$ cat src/rtl/exu_redirect_ctrl.sv
// Front-end redirect sequencer: arbitrates branch, trap and fence redirects,
// holds the winner until the IFU takes it, then runs a fixed flush window.
module exu_redirect_ctrl #(
  parameter int ADDR_W       = 32,
  parameter int FLUSH_CYCLES = 2,
  parameter int CNT_W        = 16
) (
  input  logic              clk,
  input  logic              rst,
  input  logic              bru_req_i,
  input  logic [ADDR_W-1:0] bru_addr_i,
  input  logic              trap_req_i,
  input  logic [ADDR_W-1:0] trap_addr_i,
  input  logic              fence_req_i,
  input  logic [ADDR_W-1:0] fence_addr_i,
  input  logic              ifu_ready_i,
  output logic              bru_ack_o,
  output logic              trap_ack_o,
  output logic              fence_ack_o,
  output logic              redirect_valid_o,
  output logic [ADDR_W-1:0] redirect_addr_o,
  output logic [1:0]        redirect_src_o,
  output logic              flush_o,
  output logic              stall_o,
  output logic [CNT_W-1:0]  redirect_cnt_o
);

  typedef enum logic [1:0] {IDLE, REDIRECT, FLUSH} state_t;

  localparam logic [1:0] SRC_NONE  = 2'b00;
  localparam logic [1:0] SRC_BRU   = 2'b01;
  localparam logic [1:0] SRC_TRAP  = 2'b10;
  localparam logic [1:0] SRC_FENCE = 2'b11;
  localparam logic [3:0] FLUSH_LD  = 4'(FLUSH_CYCLES);

  state_t            state_q, state_d;
  logic [3:0]        fcnt_q, fcnt_d;
  logic [1:0]        src_q, src_d;
  logic [ADDR_W-1:0] addr_q, addr_d;
  logic [CNT_W-1:0]  cnt_q;
  logic              cnt_inc;
  logic              bru_take, trap_take, fence_take;

  function automatic logic [CNT_W-1:0] sat_inc(input logic [CNT_W-1:0] v);
    return (&v) ? v : v + 1'b1;
  endfunction

  always_comb begin
    state_d    = state_q;
    fcnt_d     = fcnt_q;
    src_d      = src_q;
    addr_d     = addr_q;
    cnt_inc    = 1'b0;
    bru_take   = 1'b0;
    trap_take  = 1'b0;
    fence_take = 1'b0;
    case (state_q)
      IDLE: begin
        if (trap_req_i) begin
          trap_take = 1'b1;
          src_d     = SRC_TRAP;
          addr_d    = trap_addr_i;
          state_d   = REDIRECT;
        end else if (bru_req_i) begin
          bru_take  = 1'b1;
          src_d     = SRC_BRU;
          addr_d    = bru_addr_i;
          state_d   = REDIRECT;
        end else if (fence_req_i) begin
          fence_take = 1'b1;
          src_d      = SRC_FENCE;
          addr_d     = fence_addr_i;
          state_d    = REDIRECT;
        end
      end
      REDIRECT: begin
        if (ifu_ready_i) begin
          cnt_inc = 1'b1;
          fcnt_d  = FLUSH_LD;
          state_d = (FLUSH_LD == 4'd0) ? IDLE : FLUSH;
        end else if (trap_req_i && (src_q != SRC_TRAP)) begin
          // A trap displaces a pending bru/fence target; the loser is dropped.
          trap_take = 1'b1;
          src_d     = SRC_TRAP;
          addr_d    = trap_addr_i;
        end
      end
      FLUSH: begin
        if (trap_req_i) begin
          trap_take = 1'b1;
          src_d     = SRC_TRAP;
          addr_d    = trap_addr_i;
          fcnt_d    = 4'd0;
          state_d   = REDIRECT;
        end else begin
          fcnt_d = fcnt_q - 4'd1;
          if (fcnt_q <= 4'd1) state_d = IDLE;
        end
      end
      default: state_d = IDLE;
    endcase
  end

  always_ff @(posedge clk) begin
    if (rst) begin
      state_q <= IDLE;
      fcnt_q  <= 4'd0;
      src_q   <= SRC_NONE;
      cnt_q   <= '0;
    end else begin
      state_q <= state_d;
      fcnt_q  <= fcnt_d;
      src_q   <= src_d;
      if (cnt_inc) cnt_q <= sat_inc(cnt_q);
    end
  end

  // Target address is data only; it is masked off whenever no redirect is offered.
  always_ff @(posedge clk) begin
    addr_q <= addr_d;
  end

  assign bru_ack_o        = bru_take & ~rst;
  assign trap_ack_o       = trap_take & ~rst;
  assign fence_ack_o      = fence_take & ~rst;
  assign redirect_valid_o = (state_q == REDIRECT);
  assign redirect_addr_o  = redirect_valid_o ? addr_q : '0;
  assign redirect_src_o   = redirect_valid_o ? src_q : SRC_NONE;
  assign flush_o          = (state_q == REDIRECT) | (state_q == FLUSH);
  assign stall_o          = (state_q != IDLE);
  assign redirect_cnt_o   = cnt_q;

endmodule

$ cat config.mk
export PLATFORM = sky130hd
export DESIGN_NAME = exu_redirect_ctrl
export DESIGN_NICKNAME = d
export VERILOG_FILES = /design/src/rtl/exu_redirect_ctrl.sv
export SDC_FILE = /design/constraint.sdc
export NUM_CORES = 1
export LEC_CHECK = 0
export CAP_MARGIN = 20
export CORE_UTILIZATION = 41
export DETAILED_ROUTE_END_ITERATION = 8
export GPL_TIMING_DRIVEN = 0
export PLACE_DENSITY = 0.93
export SYNTH_ARGS = -nofsm -noshare
export SYNTH_HDL_FRONTEND = slang
export SYNTH_SLANG_ARGS = --single-unit
export TNS_END_PERCENT = 1
$ cat constraint.sdc
create_clock -name clk -period 2.8 [get_ports clk]
set_input_delay 0.56 -clock clk [delete_from_list [all_inputs] [get_ports clk]]
set_output_delay 0.56 -clock clk [all_outputs]
set_load 0.03 [all_outputs]
* Word-level counts from Yosys, hierarchy flattened *
Index checks and enable logic that the tools add are counted.

word-level totals
  register bits after elaboration = 56
  input bits = 102

operators by class
  add/sub/neg operators = 2
  $lt $le $gt $ge = 1
  equality and inequality tests = 9
  mux-type cells = 39
  bitwise operators = 6
  reductions and logical operators = 11

operator list
  kind                   count
  $mux 32                7
  $pmux 32 s3            1
  $mux 2                 13
  $add 16x1->16 const B  1
  $reduce_and 16->1      1
  $mux 1                 12
  $pmux 2 s3             2
  $mux 4                 2
  $ne 2x2->1 const B     4
  $pmux 4 s2             1
  $reduce_and 5->1       1
  $le 4x1->1 const B     1
  $ne 4x4->1 const B     1
  $reduce_and 2->1       2
  $reduce_bool 2->1      2
  $sub 4x1->4 const B    1
  $and 1x1->1            3
  $ne 3x3->1 const B     1
  $reduce_and 3->1       1
  $reduce_bool 3->1      1
  $eq 2x1->1 const B     1
  $eq 2x2->1 const B     1
  $logic_not 2->1        1
  $ne 2x1->1 const B     1
  5 further kinds        6

* Logic depth before layout (Yosys ltp) *
  word-level depth = 6
  depth in mapped cells = 8
  gate-level depth less buffers = 7

* Worst setup path after synthesis *
OpenSTA, ideal clock, no wires.

  path kind = reg-to-output
  from = register state_q[1]
  to = output port trap_ack_o
  data arrival time = 2,427 ps
  required time = 2,240 ps
  path slack = -187 ps
  cell stages (with the launch flop) = 7
  cells stage by stage = dfxtp_1 -> inv_1 -> ha_1 -> clkbuf_1 -> nor2b_1 -> a211oi_1 -> nor4b_1

on the way
  elaborated cells between the ends (all ways) = 6
  those cells by class = eq/ne: 2; mux: 1; bitwise: 1; reduce/logical: 2

RTL lines
  what                      line  source
  start: declaration        36    state_t state_q, state_d;
  start signal: assignment  111   state_q <= state_d;
  $eq 2x1->1                --
  net redirect_valid_o      20    output logic redirect_valid_o,
  $pmux 1 s2                57    case (state_q)
  $and 1x1->1               124   assign trap_ack_o = trap_take & ~rst;
  end: declaration          18    output logic trap_ack_o,

The timed path passes the listed nets, and every way through them passes these cells.

* Worst setup path in the final report *
  from = register state_q[1]
  to = output port trap_ack_o

on the way
  word-level cells in the longest chain between the ends = 4
  elaborated cells between the ends (all ways) = 6
  those cells by class = eq/ne: 2; mux: 1; bitwise: 1; reduce/logical: 2

ends and longest elaborated chain
  what                                           line
  $eq 2x2->1 or $logic_not 2->1 (tied branches)  57
  $reduce_or 2->1 (no source line)               --
  $pmux 1 s2 *                                   57
  $and 1x1->1 *                                  124

Mark *: on every way between the ends. The rest lies on a longest branch, timed or not.

==> metrics.md <==
| Metric | Value |
|---|---|
| Flop2flop setup slack | ~510 ps |
| Filler cell count | 571 |
| Cell count after synthesis | 340 |
| PD cells | about 570 mW/mm^2 |
| Number of iterations in the first detailed-routing pass | 4 |
| Final setup violation count | 0 |
| Max-slew headroom at the worst pin | 0.442 |
| Share of layout cells above drive strength 1 | 0.0497 |
| Area of the multi-input gates | 0.00161 sq mm |
| Unrepaired setup endpoints after global routing | yes |
| Mapped Nets | 450 |
| Mapped Area | 0.00315 sq mm |
| FF+latch area | approximately 0.0014 sq mm |
| Hold buffer count at cts | 0 |
| Area delta synth->final | 56.2% |
| Initial DRC Count | 144 |
| Yosys warns | 0 |
| HP Class | flip-flop to flip-flop |
| Antenna diodes | 0 |
| Routability Congestion | 0.845 |
| Period minus WS final | approximately 2700 ps |
| Largest net degree at the start of global routing | 25 |
| H-tree lvl count | 2 |
| Vias in the first global route | 3038 |
| Clk buf depth | 2 |
| DR vias/cell | 5.13 |
| Total wire length | 9000 microns |
| Critical path startpoint category | flip-flop |
| Clock root buffer | clkbuf_8 |
| Worst skew pair latency | 300 ps |
| Die Area | 0.00804 sq mm |
| First-pass GRT wire length | 13600 microns |
| Fmax | between 300 and 400 MHz |
| Initial antenna violation count | 0 |
| Final Max Slew Viols | 0 |
| Detailed placement HPWL | about 7300 microns |
| Initial Util | 0.430 |
| Slew @ Worst Pin | 838 ps |
| Synth Register Bits | 56 |
| CP endpoint kind | output pin |
| Worst Path Arrival | between 2000 and 2500 ps |
| Async SR Flop Fraction | 0 |
| Num rows | 31 |
| Number of enable flip-flop cells after synthesis | 32 |
| Clock sink count | 56 |
| Die Y | 89.7 microns |
| CTS tree | built |
| Data required, critical path | 2240 ps |
| Skew final | around 6.9 ps |
| Core area | 0.00733 sq mm |
| Num ports | 158 |
| Die W | 89.7 microns |
| Routed len/inst | 15.0 microns |
| Fin. Hold Viols | 0 |
| Overflow after GRT | 0 |
| Vias | 3086 |
| Max-Cap Viols | 0 |
| Sequential share of the synthesized area | 0.458 |
| Cell variety after synth | 38 |
| Fin crit share | 0.953 |
| Post-synthesis area per instance | 9.27 sq um |
| DRT antenna net count | 0 |
| Crit Path Category | flip-flop to output pin |
| LEAKAGE | 2.01 nW |
| Most used DFF post-synth | edfxtp_1 |
| DRC Markers | 0 |
| Global-route usage over all layers | 0.223 |
| Status | finished clean |
| PortBufs | 154 |
| VDD IR max | 0.261 mV |
| Final Power | between 0.002 and 0.003 W |
| Fin nets | 612 |
| Clk pin slew, worst setup/hold paths | 100 ps |
| Final core occ | 0.671 |
| CTS Buf Count | 5 |
| Worst-path fanout max | 10 |
[layout by cell type (no fill, tap or decap), types with 4 or more instances in the layout]
master / netlist / final
xnor2_1: 6 / 6
nand4_1: 4 / 4
clkbuf_8: 0 / 5
nor2_1: 19 / 19
ha_1: 8 / 7
nand2_1: 44 / 44
dfxtp_1: 24 / 24
nor3_1: 6 / 6
and2_1: 35 / 35
mux2i_1: 33 / 33
edfxtp_1: 32 / 32
dlygate4sd2_1: 0 / 28
o21ai_0: 44 / 44
clkbuf_1: 16 / 13
inv_1: 8 / 8
or3_1: 8 / 8
a21oi_1: 15 / 15
clkdlybuf4s50_1: 0 / 123
[critical path: stages, from the launching register on]
cell and delay, ps:
dfxtp_1 360, inv_1 110, ha_2 240, clkbuf_4 210, nor2b_2 240, a211oi_1 110
nor4b_2 210, clkdlybuf4s15_2 330
[path summary, 6_finish.rpt]
kind | start | depth (start not counted) | end
setup / recovery | state_q[1] | 7 | trap_ack_o
hold / removal | fcnt_q[3] | 2 | fcnt_q[3]
hold reg to reg | fcnt_q[3] | 2 | fcnt_q[3]
setup reg to reg | state_q[0] | 7 | addr_q[30]
[per-stage QoR]
stage / cells / hold slack, ps / worst slack, ps / TNS (ps) / cell area, sq um
3_3_place_gp: 593 / 472 / -204 / -4010 / 4820
5_1_grt: 602 / 527 / -11.0 / -15.9 / 4920
2_1_floorplan: 340 / 458 / 214 / 0 / 3160
4_1_cts: 602 / 509 / -125 / -125 / 4910
6_report: 602 / 511 / 131 / 0 / 4920
3_5_place_dp: 594 / 492 / -210 / -844 / 4850
[power breakdown]
group          total [W]  switching, W  leakage [nW]  internal, W
Sequential       0.00116     0.0000517         0.522      0.00111
Combinational    0.00118      0.000700          1.44     0.000480
Clock           0.000446      0.000263        0.0487     0.000183
Total            0.00279       0.00101          2.01      0.00177
[area by class of cell]
| cell class | instances | share of cell area |
|---|---|---|
| buffer | 20 | 0.0173 |
| clock buffer | 6 | 0.0150 |
| clock inverter | 2 | 0.00305 |
| inverter | 8 | 0.00610 |
| multi-input combinational | 256 | 0.328 |
| sequential | 56 | 0.293 |
| tap | 99 | 0.0252 |
| timing repair buffer | 155 | 0.313 |
[cell families (layout without fill, tap and decap cells)]
kind of cell	after synthesis	after routing	share of synthesized area
AOI/OAI and AO/OA	68	68	0.116
xor gates and xnor gates	7	7	0.0195
adders and majority gates	8	8	0.0318
buffers and inverters	28	191	0.0342
DFF	56	56	0.458
muxes	33	33	0.105
and+or+nand+nor	140	140	0.236
[cells in the mapped netlist, types with 3 or more instances]
cell type,instances,share of area
mux2i_1,33,0.10
nor3_1,6,0.0095
nand2_1,44,0.052
or3_1,8,0.016
inv_1,8,0.0095
and3_1,3,0.0060
xnor2_1,6,0.017
o21ai_0,44,0.070
clkbuf_1,16,0.019
a21oi_1,15,0.024
nand2b_1,3,0.0060
nand4_1,4,0.0079
edfxtp_1,32,0.31
and2_1,35,0.069
nor2_1,19,0.023
ha_1,8,0.032
dfxtp_1,24,0.15
a211oi_1,3,0.0071
nand3b_1,3,0.0071
[timing repair]
action / in CTS / in global routing
setup buffers: 0 / 0
resized for setup: 38 / 5
endpoints found under the setup margin: 36 / 15
pin swaps: 0 / 0
[state kept, by name, indices dropped and copies added (netlist names)]
register,flops
addr_q,32
redirect_cnt_o,16
fcnt_q,4
src_q,2
state_q,2
[layer usage]
layer / GRT usage / vias to the layer above / routed length, microns
li1: - / 1513 / -
met1: 0.242 / 1432 / 3430
met2: 0.419 / 126 / 4770
met3: 0.0640 / 15 / 639
met4: 0.0664 / 0 / 160
met5: 0 / - / 0
Power figures use the tool's default switching activity.
